## src/rtl/pdp8ltty_uart.sv

```systemverilog
// pdp8ltty_uart -- hardware serial console bridge for the PDP-8/L teletype.
//
// Acts as bus master on the teletype's ARM register port. Characters the
// PDP-8/L prints (reg 2, prfull) are shifted out as 8N1 on txd and then
// acknowledged with a reg 2 write (prflag=1, prfull=0). Bytes received on
// rxd are written into the keyboard register (reg 1) with kbflag set.
//
// Ports:
//   CLOCK, RESET        clock, asynchronous active-low reset
//   enable              bridge enable (gates new prints and keyboard writes)
//   rxd / txd           serial receive / transmit lines, both idle high
//   armwrite            one-cycle write strobe to the teletype
//   armraddr            read address: 1 during a keyboard write, else 2
//   armwaddr, armwdata  write address / data for armwrite
//   armrdata            teletype read data, combinational from armraddr
//   kbovrun, frmerr     sticky overrun / framing error flags
//   clrerr              synchronous clear of the sticky flags
module pdp8ltty_uart #(
   parameter int CLKDIV  = 868,
   parameter int MARKPAR = 1
) (
   input  logic        CLOCK,
   input  logic        RESET,
   input  logic        enable,
   input  logic        rxd,
   output logic        txd,
   output logic        armwrite,
   output logic [1:0]  armraddr,
   output logic [1:0]  armwaddr,
   output logic [31:0] armwdata,
   input  logic [31:0] armrdata,
   output logic        kbovrun,
   output logic        frmerr,
   input  logic        clrerr
);

   localparam logic [15:0] BIT_LAST  = 16'(CLKDIV - 1);
   // Loaded on the edge that leaves RX_IDLE, which is one cycle after the
   // falling edge appears at rx_sync; the start sample then lands exactly
   // CLKDIV/2 cycles after that edge.
   localparam logic [15:0] HALF_LOAD = 16'(CLKDIV / 2 - 2);

   typedef enum logic [1:0] {RX_IDLE, RX_START, RX_DATA, RX_STOP} rx_state_t;
   typedef enum logic [1:0] {TX_IDLE, TX_SEND, TX_DONE, TX_GAP}   tx_state_t;

   rx_state_t   rx_state, rx_next;
   logic        rx_meta, rx_sync, rx_prev;
   logic [15:0] rx_cnt;
   logic [2:0]  rx_bit;
   logic [7:0]  rx_shift, rxbuf;
   logic        rxpend, rx_tick, rx_fall, rx_done, rx_ferr;

   tx_state_t   tx_state, tx_next;
   logic [15:0] tx_cnt;
   logic [3:0]  tx_bit;
   logic [7:0]  tx_shift;
   logic        tx_tick, tx_start, pr_wr, kb_wr;

   logic        unused_rdata;
   assign unused_rdata = ^armrdata[29:8];

   assign rx_tick = (rx_cnt == 16'd0);
   assign rx_fall = rx_prev & ~rx_sync;
   assign tx_tick = (tx_cnt == 16'd0);
   // A pending byte is consumed every cycle; with enable low it is simply lost.
   assign kb_wr   = rxpend & enable;

   // ---------------- receiver ----------------
   // NOTE: every output of a combinational block gets a default first, so no
   // path leaves it unassigned and no latch is inferred.
   always_comb begin
      rx_next = rx_state;
      rx_done = 1'b0;
      rx_ferr = 1'b0;
      unique case (rx_state)
         RX_IDLE:  if (rx_fall) rx_next = RX_START;
         RX_START: if (rx_tick) rx_next = rx_sync ? RX_IDLE : RX_DATA;
         RX_DATA:  if (rx_tick && rx_bit == 3'd7) rx_next = RX_STOP;
         RX_STOP:  if (rx_tick) begin
                      rx_next = RX_IDLE;
                      rx_done = rx_sync;
                      rx_ferr = ~rx_sync;
                   end
         default:  rx_next = RX_IDLE;
      endcase
   end

   // NOTE: sequential state uses non-blocking assignments so every flop
   // samples its inputs from before the edge, independent of statement order.
   always_ff @(posedge CLOCK or negedge RESET) begin
      if (!RESET) begin
         rx_state <= RX_IDLE;
      end else begin
         rx_state <= rx_next;
      end
   end

   always_ff @(posedge CLOCK or negedge RESET) begin
      if (!RESET) begin
         rx_meta  <= 1'b1;
         rx_sync  <= 1'b1;
         rx_prev  <= 1'b1;
         rx_cnt   <= 16'd0;
         rx_bit   <= 3'd0;
         rx_shift <= 8'd0;
         rxbuf    <= 8'd0;
         rxpend   <= 1'b0;
      end else begin
         rx_meta <= rxd;
         rx_sync <= rx_meta;
         rx_prev <= rx_sync;
         if (rx_state == RX_IDLE) begin
            rx_cnt <= HALF_LOAD;
            rx_bit <= 3'd0;
         end else if (rx_tick) begin
            rx_cnt <= BIT_LAST;
            if (rx_state == RX_DATA) begin
               rx_shift <= {rx_sync, rx_shift[7:1]};
               rx_bit   <= rx_bit + 3'd1;
            end
         end else begin
            rx_cnt <= rx_cnt - 16'd1;
         end
         rxpend <= rx_done;
         if (rx_done) rxbuf <= rx_shift;
      end
   end

   // ---------------- transmit master ----------------
   always_comb begin
      tx_next  = tx_state;
      tx_start = 1'b0;
      pr_wr    = 1'b0;
      unique case (tx_state)
         TX_IDLE: if (enable && !kb_wr && armrdata[30]) begin
                     tx_next  = TX_SEND;
                     tx_start = 1'b1;
                  end
         TX_SEND: if (tx_tick && tx_bit == 4'd9) tx_next = TX_DONE;
         TX_DONE: if (!kb_wr) begin
                     pr_wr   = 1'b1;
                     tx_next = TX_GAP;
                  end
         TX_GAP:  tx_next = TX_IDLE;
         default: tx_next = TX_IDLE;
      endcase
   end

   always_ff @(posedge CLOCK or negedge RESET) begin
      if (!RESET) begin
         tx_state <= TX_IDLE;
      end else begin
         tx_state <= tx_next;
      end
   end

   // The shifter back-fills with ones, so after the 8 data bits it presents
   // the stop bit and keeps txd high through DONE and GAP.
   always_ff @(posedge CLOCK or negedge RESET) begin
      if (!RESET) begin
         txd      <= 1'b1;
         tx_cnt   <= 16'd0;
         tx_bit   <= 4'd0;
         tx_shift <= 8'hFF;
      end else if (tx_start) begin
         txd      <= 1'b0;
         tx_shift <= armrdata[7:0];
         tx_cnt   <= BIT_LAST;
         tx_bit   <= 4'd0;
      end else if (tx_state == TX_SEND) begin
         if (tx_tick) begin
            txd      <= tx_shift[0];
            tx_shift <= {1'b1, tx_shift[7:1]};
            tx_cnt   <= BIT_LAST;
            tx_bit   <= tx_bit + 4'd1;
         end else begin
            tx_cnt <= tx_cnt - 16'd1;
         end
      end
   end

   // ---------------- sticky flags ----------------
   always_ff @(posedge CLOCK or negedge RESET) begin
      if (!RESET) begin
         kbovrun <= 1'b0;
         frmerr  <= 1'b0;
      end else begin
         if (kb_wr && armrdata[31]) kbovrun <= 1'b1;
         else if (clrerr)           kbovrun <= 1'b0;
         if (rx_ferr)               frmerr  <= 1'b1;
         else if (clrerr)           frmerr  <= 1'b0;
      end
   end

   // ---------------- register port ----------------
   // The keyboard write owns the port; DONE waits (pr_wr excludes kb_wr).
   always_comb begin
      armwrite = kb_wr | pr_wr;
      armraddr = kb_wr ? 2'd1 : 2'd2;
      armwaddr = 2'd0;
      armwdata = 32'h0000_0000;
      if (kb_wr) begin
         armwaddr = 2'd1;
         armwdata = {1'b1, armrdata[30], 18'b0, 4'b0,
                     (MARKPAR != 0) ? 1'b1 : rxbuf[7], rxbuf[6:0]};
      end else if (pr_wr) begin
         armwaddr = 2'd2;
         armwdata = 32'h8000_0000;
      end
   end

endmodule

```

## config.mk

```make
export PLATFORM = sky130hd
export DESIGN_NAME = pdp8ltty_uart
export DESIGN_NICKNAME = d
export VERILOG_FILES = /design/src/rtl/pdp8ltty_uart.sv
export SDC_FILE = /design/constraint.sdc
export NUM_CORES = 1
export LEC_CHECK = 0
export BUFFER_PORTS_ARGS = -buffer_cell sky130_fd_sc_hd__buf_2
export CELL_PAD_IN_SITES_DETAIL_PLACEMENT = 1
export CELL_PAD_IN_SITES_GLOBAL_PLACEMENT = 1
export CORE_MARGIN = 2
export CORE_UTILIZATION = 38
export DETAILED_ROUTE_END_ITERATION = 16
export PLACE_DENSITY = 0.72
export RECOVER_POWER = 50
export SYNTH_ARGS = -nofsm -noshare
export SYNTH_HDL_FRONTEND = slang
export SYNTH_SLANG_ARGS = --single-unit
```

## constraint.sdc

```tcl
create_clock -name CLOCK -period 2.55 [get_ports CLOCK]
set_input_delay 0.255 -clock CLOCK [delete_from_list [all_inputs] [get_ports CLOCK]]
set_output_delay 0.255 -clock CLOCK [all_outputs]
set_load 0.01 [all_outputs]
```

==> Word-level counts from Yosys, hierarchy flattened <==
Index checks and enable logic that the tools add are counted.
{ "word_totals": {"register_bits": 73, "output_inout_bits": 40} }
{ "op_classes": {"n_reduce_logical": 21, "n_addsub": 4, "muxes": 43, "bitwise_logic": 5, "n_eq_ne": 15} }
{ "op_table": {"columns": ["cell", "count"], "rows": [
  ["$mux 16", 5],
  ["$mux 32", 2],
  ["$logic_not 16->1", 2],
  ["$sub 16x1->16 const B", 2],
  ["$mux 8", 3],
  ["$mux 2", 11],
  ["$pmux 2 s4", 2],
  ["$mux 1", 14],
  ["$ne 2x2->1 const B", 7],
  ["$mux 4", 3],
  ["$reduce_bool 2->1", 6],
  ["$mux 3", 3],
  ["$eq 2x2->1 const B", 4],
  ["$reduce_and 3->1", 2],
  ["$logic_and 1x1->1", 5],
  ["$add 4x1->4 const B", 1],
  ["$eq 2x1->1 const B", 2],
  ["$eq 4x4->1 const B", 1],
  ["$logic_not 2->1", 2],
  ["$reduce_and 2->1", 2],
  ["$reduce_and 4->1", 1],
  ["$add 3x1->3 const B", 1],
  ["$eq 3x3->1 const B", 1],
  ["$and 1x1->1", 2],
  ["3 further kinds", 4]
]} }

==> Logic depth before layout (Yosys ltp) <==
Gate-level depths: netlist of the first run.
{ "logic_depth": {"word_depth": 8, "ltp_mapped": 8} }

==> Worst setup path before layout of the first run <==
OpenSTA, ideal clock, no wires.
{ "synth_timing": {"path_kind": "register to register", "from": "reg rx_cnt[4]", "to": "reg rx_shift[0]", "path_buffers": 0, "setup_ns": 0.125, "stages_incl_launch_ff": 5, "t_required_ns": 2.425, "period_less_slack_ns": 2.030, "slack_ns": 0.520, "arrival_time_ns": 1.905, "cell_sequence": "dfrtp_1 -> nor4_4 -> nand2_4 -> nor4_4 -> mux2_2"} }
{ "synth_between": {"elab_chain_len": 2} }
{ "synth_lines": {"columns": ["element", "line", "rtl"], "rows": [
  ["start, declared", "48", "logic [15:0] rx_cnt;"],
  ["start signal, assigned", "122", "rx_cnt <= rx_cnt - 16'd1;"],
  ["$logic_not 16->1", "62", "assign rx_tick = (rx_cnt == 16'd0);"],
  ["$reduce_and 3->1 (no line)", null, null],
  ["end signal, assigned", "118", "rx_shift <= {rx_sync, rx_shift[7:1]};"],
  ["end, declared", "50", "logic [7:0] rx_shift, rxbuf;"]
]} }
No other way between the ends.
A chain may end at the register's enable or synchronous reset.

==> Worst setup path after layout of the first run <==
{ "layout_timing": {"from": "reg rx_cnt[4]", "to": "reg rxbuf[5]"} }
{ "layout_between": {"elab_chain_len": 3} }
{ "layout_lines": {"columns": ["element", "line", "rtl"], "rows": [
  ["$logic_not 16->1", "62", null],
  ["$mux 1", "79", "RX_STOP: if (rx_tick) begin"],
  ["$mux 1", "75", "unique case (rx_state)"],
  ["end signal, assigned", "125", "if (rx_done) rxbuf <= rx_shift;"],
  ["end, declared", "50", null]
]} }
No other way between the ends.

==> impl_metrics.ini, run 1 <==
[status]
status = finished, final reports clean

[route]
drc = 0
antenna_left = 0
dr.first_iter.drc_count = 110
drt_wl_total_um = 9140
wl_per_cell_um = 15.7
drt-vias-per-instance = 5.32
drt-pass1-iter-count = 4
vias = 3096

[clock_network]
root_buffer = clkbuf_8
cts-resized-gates = 0
insertion_delay_ps = 350
clock_path_buffers = 2
path_clk_slew_ps = 80
cts_tree = built
cts_buffers = 9
htree_levels = 3
cts.sinks = 73

[grt]
grt_start_max_net_pins = 31
grt_overflow_total = 0
grt_first_pass_wirelength_um = 15700
antenna_found_initial = 0
track_usage_pct = 17.4
grt_pass1_vias = 3190

[die]
die_w_um = 106
die_area_sq_mm = 0.0112
rows = 37
start_util_pct = 38.6
chipHeight_um = 106
core_area_sq_mm = 0.0102
boundaryPins = 77

[setup_path]
crit_fanout = 8
r2r_cells = 4
worstSetupPathType = flip-flop to flip-flop
required_ps = 2790
worstSetupEndpointType = flip-flop
worstPathArrival_ps = 2500
cp-start-kind = flip-flop

[power]
switching_share_pct = 30.1
p_int_w = 0.00174
powerDensity_mw_per_mm2 = 564
seqPwrFrac_pct = 52.3
power_frac_comb_pct = 13.5
switchingPower_w = 0.000751
vdd_drop_max_v = 0.000223
clkPwrFrac_pct = 34.1
leakage_nw = 1.98
finalPower_w = 0.00250

[logic_synthesis]
syn_inst = 398
synthArstFlopShare_pct = 100
syn_area_sq_mm = 0.00395
ys_seq_area_share_pct = 46.6
avgSynthCellArea_sq_um = 9.93
synth_seq_cells = 73
synth_edf_count = 0
ys_types = 54
ys_warn_count = 0
synth_flop_cell = dfrtp_1

[sta]
min_period_ps = 2260
finalSetupViolCount = 0
rsz0062_at_grt = false
max_freq_ghz = 0.442
slew_viol_final = 0
fin_crit_sh_pct = 88.8
worst_slew_pin_slew_ps = 1430
relSlewSlack_pct = 4.70
skew_ps = 15.9
setup_tns_ps = 0
hold_viol = 0

[final_layout]
post-route-cell-area_sq_mm = 0.00443
area.growth.synth_to_final_pct = 11.9
drive_gt1_share_pct = 22.2
n_fill_cell = 1196
diodes = 0
final_nets = 487

[place]
placed_area_sq_mm = 0.00425
dpl.hpwl_um = 6380
gp_congestion = 0.781
port_buffers = 32

[hold_path]
hold_depth = 3
min_path_type = input pin to flip-flop

[run]
maxCapViolCount = 0
[worst paths after layout]
path,from,end,slack (ps)
setup reg to reg,rx_cnt[4]$_DFF_PN0_,rxbuf[5]$_DFFE_PN0P_,290
min in group asynchronous,RESET,rxbuf[1]$_DFFE_PN0P_,760
hold / removal,armrdata[0],tx_shift[0]$_DFFE_PN1P_,100
max in group asynchronous,RESET,tx_cnt[0]$_DFFE_PN0P_,580
setup / recovery,rx_cnt[4]$_DFF_PN0_,rxbuf[5]$_DFFE_PN0P_,290
hold reg to reg,rx_meta$_DFF_PN1_,rx_sync$_DFF_PN1_,370
[metal layers]
layer	wire, um	vias up	global-route usage, %
li1	-	1488	-
met1	4250	1548	22.2
met2	4510	53	29.5
met3	319	7	4.60
met4	59	0	3.95
met5	0	-	0
[repair_timing]
action / in CTS / in global routing
buffers inserted: 0 / 0
endpoints found under the hold margin: 15 / 0
hold buffers: 2 / 0
[sequential cells by signal, summed over array words and instances, names as in the netlist, named ones only]
signal    cells
rx_bit        3
rxbuf         7
tx_bit        4
txd           1
rx_meta       1
tx_cnt       16
kbovrun       1
rx_sync       1
rx_shift      8
rxpend        1
tx_state      2
tx_shift      8
rx_state      1
rx_cnt       16
frmerr        1
rx_prev       1
[cell type report]
| cell class | instances | area (sq um) | area share [%] |
|---|---|---|---|
| Inverter | 12 | 45.0 | 1.02 |
| Sequential cell | 73 | 1840 | 41.6 |
| Clock inverter | 6 | 41.3 | 0.933 |
| Multi-Input combinational cell | 293 | 1880 | 42.5 |
| Tap cell | 136 | 170 | 3.85 |
| Timing Repair Buffer | 52 | 308 | 6.96 |
| Clock buffer | 10 | 138 | 3.11 |
[logic make-up after synthesis]
| kind of cell | count (synthesis) | synth area share (%) |
|---|---|---|
| AND/OR/NAND/NOR | 163 | 23.9 |
| multiplexers | 18 | 5.09 |
| adder cells (fa/ha/maj) | 9 | 2.85 |
| other | 1 | 0.0948 |
| buffers and inverters | 53 | 7.56 |
| AO/OA/AOI/OAI | 71 | 11.7 |
| XOR/XNOR | 10 | 2.22 |
| flip-flops | 73 | 46.6 |
[cells in the final DEF (no fill, tap or decap), types with 3 or more instances in the layout]
cell / instances
dfstp_2: 10
nor4_1: 7
nand4_1: 13
and4_1: 3
dfrtp_1: 61
a221o_1: 3
nor2_1: 29
and2_1: 4
nor3_1: 10
nand2b_1: 5
nor3b_1: 4
conb_1: 22
xor2_1: 7
buf_4: 17
nand3_1: 12
clkbuf_1: 4
ha_1: 9
and3_1: 11
nand3b_1: 3
clkinv_2: 3
nand2_1: 33
o211ai_1: 7
o31ai_1: 4
buf_2: 28
mux2_2: 17
or4_1: 9
xnor2_1: 3
clkbuf_8: 10
o21ai_0: 17
inv_1: 12
a21oi_1: 20
or3_1: 7
[power groups by stage]
stage / registers (W) / clock network, W / logic, W
floorplan: 0.00132 / 0 / 0.000249
global placement: 0.00134 / 0 / 0.000330
detailed placement: 0.00134 / 0 / 0.000343
CTS: 0.00132 / 0.000880 / 0.000349
global route: 0.00132 / 0.000924 / 0.000389
finish: 0.00131 / 0.000852 / 0.000337
[critical path: stages, from the launching register on]
cell	delay, ps
dfrtp_1	410
nor4_1	550
nand2_4	200
nor4_4	590
mux2_2	400
[through the flow]
| step | hold slack (ps) | setup slack (ps) | cells | util (%) |
|---|---|---|---|---|
| floorplan | -40.6 | 520 | 419 | - |
| global placement | 302 | 435 | 564 | 41.5 |
| detailed placement | 299 | 399 | 564 | 41.5 |
| CTS | 89.4 | 395 | 582 | 43.5 |
| global route | 112 | 133 | 582 | 43.3 |
| finish | 101 | 286 | 582 | 43.3 |
[cell usage after synthesis, types with 9 or more instances]
| master | n | area [sq um] |
|---|---|---|
| mux2_2 | 17 | 191 |
| o21ai_0 | 17 | 85.1 |
| dfrtp_1 | 61 | 1530 |
| buf_4 | 26 | 195 |
| inv_1 | 12 | 45.0 |
| or4_1 | 9 | 67.6 |
| nand3_1 | 12 | 60.1 |
| nand2_1 | 33 | 124 |
| nor2_1 | 29 | 109 |
| and3_1 | 11 | 68.8 |
| clkbuf_1 | 13 | 48.8 |
| ha_1 | 9 | 113 |
| dfstp_2 | 12 | 315 |
| a21oi_1 | 20 | 100 |
| nand4_1 | 13 | 81.3 |
| nor3_1 | 10 | 50.1 |
Power figures use the tool's default switching activity.
==> inputs of run 2 (changes only) <==
Clock period 2.55 ns to 2.3 ns, I/O delays scaled along.
==> impl_metrics.ini, run 2 (synthesized netlist as in run 1, its figures left out) <==
[route]
wl_per_cell_um = 15.6
drt-pass1-iter-count = 4
drt-vias-per-instance = 5.36
antenna_left = 0
drc = 0
vias = 3139
drt_wl_total_um = 9140
dr.first_iter.drc_count = 125

[sta]
min_period_ps = 2130
finalSetupViolCount = 0
setup_slack_ps = 173
relSlewSlack_pct = 9.20
hold_viol = 0
worst_slew_pin_slew_ps = 1360
fin_crit_sh_pct = 92.5
max_freq_ghz = 0.470
skew_ps = 10.9
setup_tns_ps = 0
slew_viol_final = 0
rsz0062_at_grt = false

[power]
powerDensity_mw_per_mm2 = 673
p_int_w = 0.00217
clkPwrFrac_pct = 39.4
switching_share_pct = 28.8
power_frac_comb_pct = 12.6
vdd_drop_max_v = 0.000300
switchingPower_w = 0.000879
seqPwrFrac_pct = 48.0
leakage_nw = 2.03

[clock_network]
root_buffer = clkbuf_8
cts-resized-gates = 0
cts_buffers = 9
insertion_delay_ps = 360
path_clk_slew_ps = 80
cts.sinks = 73
post-cts-setup-buffers = 0
ctsHoldBuffers = 2
cts_tree = built
clock_path_buffers = 2
htree_levels = 3

[die]
die_w_um = 106
boundaryPins = 77
chipHeight_um = 106
rows = 37
die_area_sq_mm = 0.0112
core_area_sq_mm = 0.0102
start_util_pct = 38.6

[final_layout]
top_regs = rx_cnt: 16 flops, tx_cnt: 16 flops
final_nets = 491
diodes = 0
mostFrequentLayoutCells = 61 x dfrtp_1, 33 x nand2_1, 29 x nor2_1
layout_commonest_cell = dfrtp_1
post-route-cell-area_sq_mm = 0.00454
drive_gt1_share_pct = 23.1
area.growth.synth_to_final_pct = 14.7

[hold_path]
min_path_type = input pin to flip-flop
hold_depth = 3

[grt]
grt_start_max_net_pins = 37
antenna_found_initial = 0
grt_first_pass_wirelength_um = 15600
grt_pass1_vias = 3202
grt_overflow_total = 0
track_usage_pct = 17.4

[setup_path]
r2r_cells = 4
worstSetupPathType = flip-flop to flip-flop
worstPathArrival_ps = 2400
worstSetupEndpointType = flip-flop
cp-start-kind = flip-flop
crit_fanout = 7
required_ps = 2580

[place]
dpl.hpwl_um = 6440
port_buffers = 32
gp_congestion = 0.772
placed_area_sq_mm = 0.00429
dp_slack_ps = 197

[run]
maxCapViolCount = 0

[status]
status = finished, final reports clean
run 2: cell count changes in the layout (fill, tap and decap cells not counted), moves of 2 or more:
cell	previous run	this run
buf_4	17	20
inv_6	1	3
clkinv_2	3	0
bufinv_16	0	2
run 2: cell type report:
type | count | area (sq um)
Multi-Input combinational cell | 293 | 1900
Inverter | 12 | 45.0
Fill cell | 1171 | 5690
Clock buffer | 10 | 138
Tap cell | 136 | 170
Sequential cell | 73 | 1840
Clock inverter | 6 | 95.1
Timing Repair Buffer | 56 | 350
run 2: power by group through the flow:
stage	sequential (W)	clock (W)	combinational, W
floorplan	0.00146	0	0.000276
global placement	0.00148	0	0.000368
detailed placement	0.00149	0	0.000389
CTS	0.00147	0.00123	0.000396
global route	0.00148	0.00128	0.000444
finish	0.00147	0.00120	0.000384
run 2: worst paths after layout:
path	startpoint	to	slack, ps
max	tx_cnt[2]$_DFFE_PN0P_	tx_cnt[15]$_DFFE_PN0P_	170
min	armrdata[0]	tx_shift[0]$_DFFE_PN1P_	80
max reg2reg	tx_cnt[2]$_DFFE_PN0P_	tx_cnt[15]$_DFFE_PN0P_	170
min reg2reg	rx_meta$_DFF_PN1_	rx_sync$_DFF_PN1_	370
max in group asynchronous	RESET	tx_cnt[8]$_DFFE_PN0P_	510
min in group asynchronous	RESET	tx_cnt[14]$_DFFE_PN0P_	700
run 2: metrics by stage:
step	power, W	std cells	util (%)	hold slack, ps
6_report	0.00305	586	44.3	82.6
5_1_grt	0.00320	586	44.3	85.0
4_1_cts	0.00310	586	44.4	71.9
3_5_place_dp	0.00188	568	41.9	270
3_3_place_gp	0.00185	568	41.9	274
2_1_floorplan	0.00174	419	-	-65.6
run 2: critical path, stage by stage (launching register included):
cell and delay [ps]:
dfrtp_1 450, or4_4 600, or3_1 370, or4_1 480, a21oi_1 160
run 2: metal layers:
layer	vias up	GRT usage [%]	share of wire, %
met1	1587	21.7	45
met3	9	3.99	3.5
met4	0	4.04	0.95
met5	-	0	0
met2	56	30.5	51
li1	1487	-	-
